$ cat config.mk
export PLATFORM = sky130hd
export DESIGN_NAME = decode_req_encoder
export DESIGN_NICKNAME = d
export VERILOG_FILES = /design/src/rtl/decode_req_encoder.sv
export SDC_FILE = /design/constraint.sdc
export NUM_CORES = 1
export LEC_CHECK = 0
export ABC_AREA = 1
export BUFFER_PORTS_ARGS = -buffer_cell sky130_fd_sc_hd__buf_2
export CORE_UTILIZATION = 25
export CTS_CLUSTER_SIZE = 14
export DETAILED_ROUTE_END_ITERATION = 10
export GPL_TIMING_DRIVEN = 0
export SLEW_MARGIN = 20
export SYNTH_ARGS = -nofsm -noshare
export SYNTH_HDL_FRONTEND = slang
export SYNTH_SLANG_ARGS = --single-unit
$ cat constraint.sdc
create_clock -name clk -period 4.3 [get_ports clk]
set_input_delay 0.43 -clock clk [delete_from_list [all_inputs] [get_ports clk]]
set_output_delay 0.43 -clock clk [all_outputs]
set_load 0.02 [all_outputs]
$ cat src/rtl/decode_req_encoder.sv
// Active-low request capture and binary encoder with a valid/ready output.
// Requests are captured as levels into a pending vector. One request at a time
// is presented as a binary code, picked either by fixed priority (index 7
// highest) or round-robin after the last served index.
//
// Handshake: code is presented while valid is high. It is consumed on a rising
// edge where valid and ready are both high. code and valid stay stable while
// ready is low. code keeps its last value while valid is low.
module decode_req_encoder #(
    parameter int RR_MODE = 0
) (
    input  logic       clk,
    input  logic       rst,
    input  logic       enable_n,
    input  logic [7:0] D_n,
    input  logic       ready,
    output logic [2:0] code,
    output logic       valid,
    output logic [7:0] pending,
    output logic       any_n
);

    typedef enum logic {
        IDLE    = 1'b0,
        PRESENT = 1'b1
    } state_t;

    state_t     state_q, state_d;
    logic [7:0] pending_q, pending_d;
    logic [2:0] code_q, code_d;
    logic [2:0] ptr_q, ptr_d;
    logic       any_n_q, any_n_d;

    logic [7:0] capture;
    logic [7:0] clear_mask;
    logic       handshake;
    logic [3:0] sel_idle;
    logic [3:0] sel_next;

    // Returns {found, index}. In fixed mode the highest set bit wins.
    // In round-robin mode the search starts at base-1, moves downward and
    // wraps from 0 to 7. Base itself is tried last.
    function automatic logic [3:0] select_idx(input logic [7:0] vec, input logic [2:0] base);
        logic       found;
        logic [2:0] idx;
        logic [2:0] j;
        found = 1'b0;
        idx   = 3'd0;
        j     = 3'd0;
        if (RR_MODE == 0) begin
            for (int i = 0; i < 8; i++) begin
                if (vec[i]) begin
                    found = 1'b1;
                    idx   = 3'(i);
                end
            end
        end else begin
            for (int k = 1; k <= 8; k++) begin
                j = base - 3'(k);
                if (!found && vec[j]) begin
                    found = 1'b1;
                    idx   = j;
                end
            end
        end
        return {found, idx};
    endfunction

    // Next-state logic: capture, handshake clear, selection and state transition.
    always_comb begin
        capture    = enable_n ? 8'h00 : ~D_n;
        handshake  = (state_q == PRESENT) && ready;
        clear_mask = handshake ? (8'b1 << code_q) : 8'h00;
        // The capture is OR-ed in after the clear. A line that is still held
        // low on the handshake edge therefore stays pending.
        pending_d  = (pending_q & ~clear_mask) | capture;
        sel_idle   = select_idx(pending_q, ptr_q);
        sel_next   = select_idx(pending_d, code_q);
        state_d    = state_q;
        code_d     = code_q;
        ptr_d      = ptr_q;
        case (state_q)
            IDLE: begin
                if (sel_idle[3]) begin
                    state_d = PRESENT;
                    code_d  = sel_idle[2:0];
                end
            end
            PRESENT: begin
                if (handshake) begin
                    ptr_d = code_q;
                    if (sel_next[3]) begin
                        code_d = sel_next[2:0];
                    end else begin
                        state_d = IDLE;
                    end
                end
            end
            default: state_d = IDLE;
        endcase
        any_n_d = ~((|pending_d) | (state_d == PRESENT));
    end

    // State register. Reset takes priority over capture and handshake.
    always_ff @(posedge clk) begin
        if (rst) begin
            state_q   <= IDLE;
            pending_q <= 8'h00;
            code_q    <= 3'd0;
            ptr_q     <= 3'd0;
            any_n_q   <= 1'b1;
        end else begin
            state_q   <= state_d;
            pending_q <= pending_d;
            code_q    <= code_d;
            ptr_q     <= ptr_d;
            any_n_q   <= any_n_d;
        end
    end

    assign code    = code_q;
    assign valid   = (state_q == PRESENT);
    assign pending = pending_q;
    assign any_n   = any_n_q;

endmodule

==> reports/qor_table.md, run 1 <==
| Result | Value | Unit |
|---|---|---|
| Layout filler cell count | 353 | - |
| Switching power of the nets | 0.000137 | W |
| Maximum ir drop on the vdd rail | 0.000145 | V |
| Fraction of the cycle the final worst path needs | 41.1 | % |
| Number of global-route vias before repair | 736 | - |
| Cell types occupying the most area after synthesis | sky130_fd_sc_hd__dfxtp_1 (32%), sky130_fd_sc_hd__nor2_1 (13%), sky130_fd_sc_hd__nand2_1 (11%), sky130_fd_sc_hd__a21oi_4 (6.1%), sky130_fd_sc_hd__inv_1 (6.1%) | - |
| Top cell by count, worst path | sky130_fd_sc_hd__nand2_4 | - |
| RSZ-0062 raised after global routing | no | - |
| Antenna violations before repair | 0 | - |
| Max incr delay on CP | 0.53 | ns |
| Count of nets after finishing | 159 | - |
| Area growth from synthesis to final layout | 23.8 | % |
| Number of warnings printed during yosys synthesis | 0 | - |
| Floorplan die height | 58.7 | um |
| Area of the mapped netlist | 805 | um2 |
| Post-detailed-placement half-perimeter wirelength | 1540 | um |
| Result of the run | finished, final reports clean | - |
| Skew-Pair Late Insertion Delay | 0.28 | ns |
| Internal power summed over all cells | 0.000212 | W |
| Proportion of synthesized chip area in sequential cells | 32.3 | % |
| Placed Cells | 186 | - |
| Aggregate global routing overflow | 0 | - |
| Number of max-cap violations | 0 | - |
| Combinational fraction of design power | 34.3 | % |
| Final weighted congestion of routability-driven global placement | 0.870 | - |
| Clk Tree Root Cell | sky130_fd_sc_hd__clkbuf_4 | - |
| Power density over the cells | 350 | mW/mm2 |
| Worst hold-check path type | input pin to flip-flop | - |
| Clock tree from TritonCTS | done | - |
| Proportion of total power due to net switching | 39.2 | % |
| Worst setup path startpoint | valid$_SDFF_PP0_ | - |
| Portion of total power attributed to the clock network | 22.5 | % |
| Critical path, cell by cell | nand2_4, nor2_4, nand2_1, a21oi_2, nand2_2, nor2_4, nand2_2, nand2_4, nand2_4, o21ai_1, nor2_1 | - |
| Number of sinks driven by the clock tree | 13 | - |
| Cell type contributing the most total cell area after synthesis | sky130_fd_sc_hd__dfxtp_1 | - |
| Clock Tree Buf Depth | 2 | - |
| Per-instance average area after synthesis | 6.70 | um2 |
| DRC Markers | 0 | - |
| Distinct cell type count of the synthesized netlist | 21 | - |
| Required time of the critical path | 4.48 | ns |
| Clock transition at the registers of the reported paths | 0.09 | ns |
| Area share of the largest cell type after synthesis | 32.3 | % |
| Part of the total power dissipated in sequential elements | 43.3 | % |
| Die Outline Area | 0.00345 | mm2 |
| Final wirelength | 1890 | um |
| Critical Path Fanout Max | 8 | - |
| Count of port buffers added during placement | 22 | - |
| Layout cell share with drive strength beyond 1 | 32.2 | % |
| Fmax | 566 | MHz |
| Synthesized netlist cell count | 120 | - |
| Core area | 0.00305 | mm2 |
| Hold-fix buffer count after cts | 0 | - |
| Setup violation total in the final timing report | 0 | - |
| Clock tree skew after final layout | 0.00591 | ns |
| Number of inserted diodes | 0 | - |
| Kind of critical path | flip-flop to flip-flop | - |
| Post-cts gate resize count | 0 | - |
| Htree depth | 1 | - |
| Largest net degree at the start of global routing | 11 | - |
| Starting DRC count in detailed routing | 22 | - |
| Number of endpoints with negative hold slack in the final report | 0 | - |
| Count of buffers added by post-CTS timing repair for setup | 0 | - |
| Non-Filler Instances | 190 | - |
| Slowest-stage cell, CP | sky130_fd_sc_hd__dfxtp_1 | - |
| Syn_nets | 132 | - |
| Total track usage | 12.0 | % |
| Die extent in x | 58.7 | um |
| Slew at the pin closest to its max-slew limit | 0.457 | ns |
| Final setup slack of the worst path | 2.53 | ns |
| Effective utilization at floorplan | 26.4 | % |
| Final sum of negative setup slack | 0 | ns |
| Static leakage power | 0.491 | nW |
| RR Startpoint | valid$_SDFF_PP0_ | - |
| Relative max-transition margin | 69.5 | % |
| Row count | 20 | - |
| Signal arrival time at the worst endpoint | 1.95 | ns |
| Crit path time final | 1.77 | ns |
| Worst Hold Launch | D_n[3] | - |
| Count of pins over their slew limit | 0 | - |
| Total power consumption of the routed design | 0.000348 | W |
| Wirelength per Cell | 9.96 | um |
| CTS Buf Count | 3 | - |
| Wire length of the first global-routing pass | 3120 | um |
| Remaining antenna violation count | 0 | - |
| Pre-CTS setup slack | 2.55 | ns |
| Detailed-router iteration count before antenna repair | 4 | - |
| Total number of vias | 777 | - |
| CP Capture Type | flip-flop | - |
| Via density per instance | 4.09 | - |
| Total of flip-flops plus latches after synthesis | 13 | - |
| Critical Path Source Type | flip-flop | - |
| IO Count | 25 | - |
sequential cells by signal, summed over array words and instances, names as in the netlist:
signal	cells
pending	8
code	3
any_n	1
valid	1
stage by stage:
step | area (um2) | hold slack, ns | util, %
6_report | 996 | 0.492 | 32.6
5_1_grt | 996 | 0.500 | 32.6
4_1_cts | 996 | 0.487 | 32.6
3_5_place_dp | 970 | 0.551 | 31.8
3_3_place_gp | 970 | 0.552 | 31.8
2_1_floorplan | 805 | 0.616 | -
cell usage after synthesis (all sizes together):
| library cell | number |
|---|---|
| nor3 | 1 |
| clkbuf | 1 |
| o21ai | 6 |
| nand2 | 34 |
| buf | 1 |
| nand3b | 1 |
| nor2 | 33 |
| dfxtp | 13 |
| inv | 14 |
| and2 | 1 |
| a21oi | 11 |
| nand3 | 3 |
| clkinv | 1 |
worst paths after layout:
kind,end,slack (ns),cells after the start
worst min-delay path,pending[3]$_SDFF_PP0_,0.49,4
worst max register to register,code[1]$_SDFFE_PP0P_,2.53,11
worst min register to register,pending[0]$_SDFF_PP0_,0.57,2
worst max-delay path,code[1]$_SDFFE_PP0P_,2.53,11
cells in the final DEF, fill, tap and decap left out, types with 2 or more instances in the layout:
cell type	n
sky130_fd_sc_hd__nor2_1	28
sky130_fd_sc_hd__nand2_1	24
sky130_fd_sc_hd__buf_2	22
sky130_fd_sc_hd__inv_1	13
sky130_fd_sc_hd__dfxtp_1	13
sky130_fd_sc_hd__nand2_2	7
sky130_fd_sc_hd__a21oi_1	6
sky130_fd_sc_hd__nand2_4	3
sky130_fd_sc_hd__nor2_4	3
sky130_fd_sc_hd__a21oi_4	3
sky130_fd_sc_hd__nand3_1	3
sky130_fd_sc_hd__o21ai_0	3
sky130_fd_sc_hd__o21ai_1	3
sky130_fd_sc_hd__clkbuf_4	3
sky130_fd_sc_hd__clkbuf_1	2
sky130_fd_sc_hd__nor2_2	2
sky130_fd_sc_hd__a21oi_2	2
per-layer routing:
layer | track usage [%] | vias to the layer above | routed length (um)
li1 | - | 424 | -
met2 | 19.5 | 12 | 875
met5 | 0 | - | 0
met1 | 15.7 | 341 | 940
met3 | 3.96 | 0 | 76
met4 | 1.70 | 0 | 0
critical path, delay by kind of cell (launching register included):
family          cells  cell delay [ns]
flops               1             0.53
simple gates        9             0.83
compound gates      2             0.31
layout make-up:
class / count / area [um2] / share of cell area, %
Multi-Input combinational cell: 90 / 479 / 48.1
Sequential cell: 13 / 260 / 26.1
Timing Repair Buffer: 22 / 110 / 11.1
Inverter: 15 / 57.6 / 5.78
Tap cell: 44 / 55.1 / 5.53
Clock buffer: 4 / 26.3 / 2.64
Buffer: 2 / 7.51 / 0.754
power groups by stage:
stage	sequential [W]	combinational (W)	clock, W
after floorplan	0.000166	0.0000746	0
after global placement	0.000153	0.000119	0
after detailed placement	0.000154	0.000119	0
after CTS	0.000151	0.000120	0.0000828
after global routing	0.000154	0.000133	0.0000881
final	0.000151	0.000119	0.0000782
cell families (layout without fill, tap and decap cells):
logic type	Yosys count	count (layout)	share of synthesized area, %
and+or+nand+nor	73	73	43.9
buffers and inverters	17	43	8.09
DFF	13	13	32.3
AOI/OAI and AO/OA	17	17	15.7
(Power assumes the default switching activity.)
==> run 2: changes to the inputs <==
--- a/config.mk
+++ b/config.mk
@@ -5,7 +5,7 @@
 export SDC_FILE = /design/constraint.sdc
 export NUM_CORES = 1
 export LEC_CHECK = 0
-export ABC_AREA = 1
+export ABC_AREA = 0
 export BUFFER_PORTS_ARGS = -buffer_cell sky130_fd_sc_hd__buf_2
 export CORE_UTILIZATION = 25
 export CTS_CLUSTER_SIZE = 14
==> constraint.sdc (replaced) <==
create_clock -name clk -period 1.71 [get_ports clk]
set_input_delay 0.171 -clock clk [delete_from_list [all_inputs] [get_ports clk]]
set_output_delay 0.171 -clock clk [all_outputs]
set_load 0.02 [all_outputs]
==> run 2 against run 1 <==
  * The flow now finishes with violations (DRC, setup timing)
  * Critical endpoint is now code[2]$_SDFFE_PP0P_
  * Clock skew down 0.0036 ns
  * Worst hold slack got worse by 0.32 ns
  * Clock power grew to 2.5 times the previous value
  * First-iteration DRC count is 18% lower
  * Sequential power grew to 2.7 times the previous value
  * Synthesized area decreased by 5.8%
  * Utilization rose by 5.3 points
  * Sequential share of layout area is 0.16 points lower
  * Clock-buffer cell count stayed put
  * Non-clock buffer count grew 6
  * Critical path depth shrank 6
==> reports/qor_table.md, run 2 <==
| Result | Value | Unit | Change |
|---|---|---|---|
| Wire length of the first global-routing pass | 3520 | um | +13% |
| Aggregate global routing overflow | 0 | - | unchanged |
| Final sum of negative setup slack | -1.21 | ns | -1.21 ns |
| Non-Filler Instances | 157 | - | -17% |
| Most common cell after layout, fill and taps aside | sky130_fd_sc_hd__buf_2 | - |  |
| Layout cell share with drive strength beyond 1 | 46.0 | % | +14 points |
| Violated checks | DRC, setup timing | - |  |
| Number of sinks driven by the clock tree | 13 | - | unchanged |
| Row count | 19 | - | -5.0% |
| Primary FF master, synth | sky130_fd_sc_hd__dfxtp_1 | - |  |
| Starting DRC count in detailed routing | 18 | - | -18% |
| Fraction of synthesis flops using an asynchronous set or reset pin | 0 | % | unchanged |
| Synthesized netlist cell count | 94 | - | -22% |
| Clk Tree Root Cell | sky130_fd_sc_hd__clkbuf_4 | - |  |
| Static leakage power | 0.451 | nW | -8.2% |
| Clock Tree Buf Depth | 2 | - | unchanged |
| Number of max-cap violations | 0 | - | unchanged |
| Fmax | 470 | MHz | -17% |
| Floorplan die height | 57.1 | um | -2.8% |
| Final weighted congestion of routability-driven global placement | 0.806 | - | -7.4% |
| Cell types occupying the most area after synthesis | sky130_fd_sc_hd__dfxtp_1 (34%), sky130_fd_sc_hd__a21oi_1 (7.3%), sky130_fd_sc_hd__nor2_1 (6.9%), sky130_fd_sc_hd__nand2_1 (5.0%), sky130_fd_sc_hd__nand4b_1 (3.5%) | - |  |
| Max FFs per register | 8 | - | unchanged |
| Global routing usage on met2 | 24.4 | % | +4.9 points |
| Kind of critical path | flip-flop to flip-flop | - |  |
| Total power consumption of the routed design | 0.000951 | W | +170% |
| Fraction of the cycle the final worst path needs | 124 | % | +83 points |
| Slew at the pin closest to its max-slew limit | 0.497 | ns | +0.0399 ns |
| Signal arrival time at the worst endpoint | 2.30 | ns | +0.35 ns |
| Critical Path Fanout Max | 3 | - | -5 |
| Clock transition at the registers of the reported paths | 0.08 | ns | about the same |
| Area taken by multi-input logic gates | 559 | um2 | +17% |
| Area share of the largest cell type after synthesis | 34.3 | % | +2.0 points |
| Number of warnings printed during yosys synthesis | 0 | - | unchanged |
| DRC Markers | 2 | - | +2 |
| Via density per instance | 5.31 | - | +30% |
| Grt peak-use layer | met2 | - |  |
| Worst Hold Launch | D_n[7] | - |  |
| Met1 track utilization from global routing | 18.1 | % | +2.4 points |
| Register Area | 277 | um2 | +6.2% |
| Clock tree skew after final layout | 0.00233 | ns | -0.00359 ns |
| Number of endpoints with negative hold slack in the final report | 0 | - | unchanged |
| Maximum ir drop on the vdd rail | 0.000383 | V | +160% |
| Number of inserted diodes | 0 | - | unchanged |
| Count of pins over their slew limit | 0 | - | unchanged |
| Met3 routing resource usage after global routing | 2.49 | % | -1.5 points |
| Core area | 0.00281 | mm2 | -8.1% |
| Count of nets after finishing | 139 | - | -13% |
| Most used cells in the layout excluding fill and tap cells | sky130_fd_sc_hd__buf_2 (23), sky130_fd_sc_hd__nor2_1 (14), sky130_fd_sc_hd__nand2_1 (10) | - |  |
| Largest net degree at the start of global routing | 11 | - | unchanged |
| Cell type contributing the most total cell area after synthesis | sky130_fd_sc_hd__dfxtp_1 | - |  |
| Skew-Pair Late Insertion Delay | 0.28 | ns | about the same |
| CTS Buf Count | 3 | - | unchanged |
| Syn_nets | 106 | - | -20% |
| Post-detailed-placement half-perimeter wirelength | 1630 | um | +5.6% |
| Effective utilization at floorplan | 27.0 | % | +0.68 points |
| Detailed-router iteration count before antenna repair | 7 | - | +3 |
| CP Capture Type | flip-flop | - |  |
| Die extent in x | 57.1 | um | -2.8% |
| Worst Hold Depth | 3 | - | -1 |
| Hold-fix buffer count after cts | 0 | - | unchanged |
| Critical Path Source Type | flip-flop | - |  |
| Crit path time final | 2.13 | ns | +0.360 ns |
| Setup violation total in the final timing report | 5 | - | +5 |
| Worst hold-check path type | input pin to flip-flop | - |  |
| Required time of the critical path | 1.88 | ns | -2.60 ns |
| Count of port buffers added during placement | 23 | - | +4.5% |
| Area of the mapped netlist | 758 | um2 | -5.8% |
| Antenna violations before repair | 0 | - | unchanged |
| Relative max-transition margin | 66.6 | % | -3.0 points |
| Htree depth | 1 | - | unchanged |
| Total of flip-flops plus latches after synthesis | 13 | - | unchanged |
| Cells on worst reg2reg path | 5 | - | -6 |
| Clock tree from TritonCTS | done | - |  |
| RR Startpoint | pending[7]$_SDFF_PP0_ | - |  |
| Remaining antenna violation count | 0 | - | unchanged |
| Per-instance average area after synthesis | 8.07 | um2 | +20% |
| Layout filler cell count | 322 | - | -8.8% |
| Final Hold Slack | 0.170 | ns | -0.322 ns |
| Pre-CTS setup slack | -0.504 | ns | -3.06 ns |
| Power density over the cells | 893 | mW/mm2 | +160% |
| Final wirelength | 2290 | um | +21% |
| Result of the run | finished, violations left | - |  |
| Number of enable-type register cells in the synthesized netlist | 0 | - | unchanged |
| Placed Cells | 148 | - | -20% |
| Total number of vias | 833 | - | +7.2% |
| Distinct cell type count of the synthesized netlist | 34 | - | +62% |
| Commonest cells in the synthesized netlist | sky130_fd_sc_hd__nor2_1 (14), sky130_fd_sc_hd__dfxtp_1 (13), sky130_fd_sc_hd__a21oi_1 (11) | - |  |
| Total track usage | 14.5 | % | +2.5 points |
| IO Count | 25 | - | unchanged |
| Final setup slack of the worst path | -0.417 | ns | -2.95 ns |
| Proportion of synthesized chip area in sequential cells | 34.3 | % | +2.0 points |
| Wirelength per Cell | 14.6 | um | +46% |
| Worst setup path startpoint | pending[7]$_SDFF_PP0_ | - |  |
| RSZ-0062 raised after global routing | yes | - |  |
| Number of global-route vias before repair | 759 | - | +3.1% |
| Area growth from synthesis to final layout | 40.4 | % |  |
| Most repeated cell in the gate-level netlist after synthesis | sky130_fd_sc_hd__nor2_1 | - |  |
| Die Outline Area | 0.00326 | mm2 | -5.6% |
-- run 2: cell type report --
type                            count  share of cell area (%)
Sequential cell                    13                    26.0
Clock buffer                        4                    2.47
Timing Repair Buffer               28                    14.3
Inverter                            1                   0.353
Buffer                              2                   0.705
Tap cell                           31                    3.64
Multi-Input combinational cell     78                    52.5
-- run 2: path summary, 6_finish.rpt --
kind / slack [ns] / endpoint
worst max register to register: -0.42 / code[2]$_SDFFE_PP0P_
worst min-delay path: 0.17 / pending[7]$_SDFF_PP0_
worst max-delay path: -0.42 / code[2]$_SDFFE_PP0P_
worst min register to register: 0.52 / code[0]$_SDFFE_PP0P_
-- run 2: kinds of logic (layout without fill, tap and decap cells) --
kind of cell | after synthesis | after routing | share of synthesized area (%)
muxes | 3 | 3 | 4.62
and+or+nand+nor | 45 | 45 | 32.2
DFF | 13 | 13 | 34.3
AOI/OAI and AO/OA | 30 | 30 | 27.4
buffers and inverters | 3 | 35 | 1.49
-- run 2: power breakdown --
part	leakage (nW)	switching [W]	internal, W
Clock	0.0150	0.000107	0.0000905
Sequential	0.111	0.0000662	0.000341
Combinational	0.325	0.000186	0.000159
Total	0.451	0.000359	0.000591
-- run 2: per-layer routing --
layer  routed length (um)  part of all wire (%)  vias to the layer above
li1                     -                     -                      413
met1                 1050                    46                      391
met2                 1100                    48                       25
met3                  108                   4.7                        4
met4                   29                   1.3                        0
met5                    0                     0                        -
-- run 2: critical path, stage by stage, from the launching register on --
cell                      delay [ns]
sky130_fd_sc_hd__dfxtp_4        0.35
sky130_fd_sc_hd__or3_4          0.38
sky130_fd_sc_hd__or3_4          0.34
sky130_fd_sc_hd__nor4_1         0.45
sky130_fd_sc_hd__o22a_4         0.22
sky130_fd_sc_hd__mux2_4         0.29
-- run 2: stage by stage --
stage                     instance area (um2)  util (%)
after floorplan                           773         -
after global placement                    927      33.1
after detailed placement                  927      33.1
after CTS                                 987      35.2
after global routing                     1060      38.0
final                                    1060      38.0
-- run 2: timing repair --
item | 4_1_cts | 5_1_grt
gates resized for setup | 5 | 13
pin swaps | 1 | 5
setup buffers | 2 | 3
setup endpoints to repair | 5 | 5
==> run 3: changes to the inputs <==
--- a/config.mk
+++ b/config.mk
@@ -5,7 +5,7 @@
 export SDC_FILE = /design/constraint.sdc
 export NUM_CORES = 1
 export LEC_CHECK = 0
-export ABC_AREA = 0
+export ABC_AREA = 1
 export BUFFER_PORTS_ARGS = -buffer_cell sky130_fd_sc_hd__buf_2
 export CORE_UTILIZATION = 25
 export CTS_CLUSTER_SIZE = 14
==> run 3 against run 2 <==
  * The run now ends clean
  * Critical endpoint is now code[1]$_SDFFE_PP0P_
  * Largest power group unchanged
  * Critical path type unchanged
  * Clock-buffer cell count unchanged
  * Clock power hardly changed
  * Critical path depth increased by 7
  * Clock skew up 0.0035 ns
  * Flip-flop and latch count stayed put
  * First-iteration DRC count rose by 50%
==> reports/qor_table.md, run 3 (synthesis results as in run 1) <==
| Result | Value | Unit | Change |
|---|---|---|---|
| Result of the run | finished, final reports clean | - |  |
| Clock tree from TritonCTS | done | - |  |
| Core area | 0.00305 | mm2 | +8.8% |
| Skew-Pair Late Insertion Delay | 0.28 | ns | about the same |
| Fmax | 632 | MHz | +34% |
| R2R setup slack | 0.13 | ns | +0.54 ns |
| Slowest-stage cell, CP | sky130_fd_sc_hd__dfxtp_1 | - |  |
| Remaining antenna violation count | 0 | - | unchanged |
| Hold-fix buffer count after cts | 0 | - | unchanged |
| Clock transition at the registers of the reported paths | 0.09 | ns | about the same |
| Critical Path Source Type | flip-flop | - |  |
| Worst hold-check path type | input pin to flip-flop | - |  |
| Clk Tree Root Cell | sky130_fd_sc_hd__clkbuf_4 | - |  |
| CP Capture Type | flip-flop | - |  |
| Clock tree skew after final layout | 0.00587 | ns | +0.00355 ns |
| Number of max-cap violations | 0 | - | unchanged |
| Count of port buffers added during placement | 22 | - | -4.3% |
| Number of global-route vias before repair | 736 | - | -3.0% |
| Standard cell area after detailed placement | 970 | um2 | +4.6% |
| Final weighted congestion of routability-driven global placement | 0.870 | - | +7.9% |
| IO Count | 25 | - | unchanged |
| Maximum ir drop on the vdd rail | 0.000391 | V | +1.9% |
| Floorplan die height | 58.7 | um | +2.9% |
| Cell family with most CP delay | simple AND/OR/NAND/NOR gates | - |  |
| Htree depth | 1 | - | unchanged |
| Starting DRC count in detailed routing | 27 | - | +9 |
| Cells on worst reg2reg path | 12 | - | +7 |
| CP Buf/Inv Count | 1 | - | +1 |
| Most used cells in the layout excluding fill and tap cells | sky130_fd_sc_hd__nor2_1 (26), sky130_fd_sc_hd__nand2_1 (24), sky130_fd_sc_hd__buf_2 (22) | - |  |
| Critical path, cell by cell | inv_2, nand2_1, nor2_2, nor2_1, nor2_2, nand2_2, nor2_4, nand2_2, nand2_4, nand2_4, o21ai_1, nor2_1 | - |  |
| Die extent in x | 58.7 | um | +2.9% |
| Number of inserted diodes | 0 | - | unchanged |
| Count of nets after finishing | 163 | - | +17% |
| Wirelength per Cell | 9.98 | um | -31% |
| Layout cell share with drive strength beyond 1 | 38.0 | % | -8.0 points |
| Worst Hold Path EP | pending[3]$_SDFF_PP0_ | - |  |
| Via density per instance | 4.16 | - | -22% |
| Aggregate global routing overflow | 0 | - | unchanged |
| Crit path time final | 1.58 | ns | -0.545 ns |
| Area growth from synthesis to final layout | 28.9 | % |  |
| Total power consumption of the routed design | 0.000901 | W | -5.2% |
| Setup violation total in the final timing report | 0 | - | -5 |
| Post-detailed-placement half-perimeter wirelength | 1540 | um | -5.3% |
| RR Startpoint | code[0]$_SDFFE_PP0P_ | - |  |
| Signal arrival time at the worst endpoint | 1.76 | ns | -0.54 ns |
| Max FFs per register | 8 | - | unchanged |
| Reg2Reg Capture Point | code[1]$_SDFFE_PP0P_ | - |  |
| Relative max-transition margin | 69.8 | % | +3.2 points |
| Fraction of the cycle the final worst path needs | 92.5 | % | -32 points |
| Worst Hold Depth | 4 | - | +1 |
| Post-route core utilization | 34.0 | % | -4.0 points |
| Required time of the critical path | 1.89 | ns | about the same |
| Row count | 20 | - | +1 |
| Non-Filler Instances | 194 | - | +24% |
| Max incr delay on CP | 0.36 | ns | -0.09 ns |
| Effective utilization at floorplan | 26.4 | % | -0.68 points |
| Total track usage | 12.0 | % | -2.5 points |
| Slew at the pin closest to its max-slew limit | 0.454 | ns | -0.0431 ns |
| DRC Markers | 0 | - | -2 |
| Final sum of negative setup slack | 0 | ns | +1.21 ns |
| Largest net degree at the start of global routing | 11 | - | unchanged |
| Die Outline Area | 0.00345 | mm2 | +5.9% |
| Count of pins over their slew limit | 0 | - | unchanged |
| Power density over the cells | 869 | mW/mm2 | -2.7% |
| Number of endpoints with negative hold slack in the final report | 0 | - | unchanged |
| Placed Cells | 186 | - | +26% |
| Clock Tree Buf Depth | 2 | - | unchanged |
| Critical Path Fanout Max | 4 | - | +1 |
| Static leakage power | 0.510 | nW | +13% |
| Total number of vias | 807 | - | -3.1% |
| Summed area of non-filler cells in the final layout | 0.00104 | mm2 | -2.6% |
| Detailed-router iteration count before antenna repair | 4 | - | -3 |
| Final wirelength | 1940 | um | -15% |
| Most common cell after layout, fill and taps aside | sky130_fd_sc_hd__nor2_1 | - |  |
| Number of sinks driven by the clock tree | 13 | - | unchanged |
| Wire length of the first global-routing pass | 3120 | um | -11% |
| Kind of critical path | flip-flop to flip-flop | - |  |
| Worst Hold Launch | D_n[3] | - |  |
| Antenna violations before repair | 0 | - | unchanged |
| CTS Buf Count | 3 | - | unchanged |
-- run 3: changes by cell type in the layout (fill, tap and decap cells not counted), moves of 4 or more --
cell,before,now
sky130_fd_sc_hd__nor2_1,14,26
sky130_fd_sc_hd__nor2_2,0,4
sky130_fd_sc_hd__inv_1,1,12
sky130_fd_sc_hd__nand2_2,1,7
sky130_fd_sc_hd__nand2_1,10,24
-- run 3: metrics by stage --
| stage | hold slack, ns | setup slack [ns] |
|---|---|---|
| CTS | 0.228 | 0.0381 |
| floorplan | 0.391 | 0.0700 |
| global placement | 0.535 | -0.0248 |
| global route | 0.241 | -0.00476 |
| finish | 0.233 | 0.128 |
| detailed placement | 0.529 | -0.0108 |
-- run 3: area by class of cell --
type                            count  area (um2)
Buffer                              2        7.51
Clock buffer                        4        26.3
Fill cell                         350        2020
Inverter                           15        57.6
Multi-Input combinational cell     90         484
Sequential cell                    13         267
Tap cell                           44        55.1
Timing Repair Buffer               26         140
-- run 3: worst max path at each step --
stage	from	endpoint	slack (ns)	cells after the start
finish	code[0]$_SDFFE_PP0P_	code[1]$_SDFFE_PP0P_	0.13	12
global route	code[1]$_SDFFE_PP0P_	code[1]$_SDFFE_PP0P_	-0.005	11
CTS	code[2]$_SDFFE_PP0P_	code[2]$_SDFFE_PP0P_	0.04	11
detailed placement	valid$_SDFF_PP0_	code[1]$_SDFFE_PP0P_	-0.01	11
global placement	valid$_SDFF_PP0_	code[1]$_SDFFE_PP0P_	-0.02	11
floorplan	valid$_SDFF_PP0_	code[2]$_SDFFE_PP0P_	0.07	11
-- run 3: what timing repair did --
action | 4_1_cts | 5_1_grt
buffers inserted | 0 | 4
setup endpoints to repair | 3 | 5
resized for setup | 1 | 6
pin swaps | 0 | 2
-- run 3: power by group --
part           switching, W  internal, W
clock network      0.000107    0.0000905
registers         0.0000437     0.000338
logic              0.000202     0.000120
total              0.000353     0.000548
-- run 3: metal layers --
| metal | track usage [%] | up-vias | routed length, um |
|---|---|---|---|
| li1 | - | 433 | - |
| met1 | 15.7 | 356 | 922 |
| met2 | 19.5 | 18 | 906 |
| met3 | 3.96 | 0 | 107 |
| met4 | 1.70 | 0 | 0 |
| met5 | 0 | - | 0 |
-- run 3: tightest hold or removal path: stages --
cell and delay [ns]:
sky130_fd_sc_hd__buf_2 0.07, sky130_fd_sc_hd__nor2_1 0.05, sky130_fd_sc_hd__a21oi_4 0.13, sky130_fd_sc_hd__nor2_1 0.05
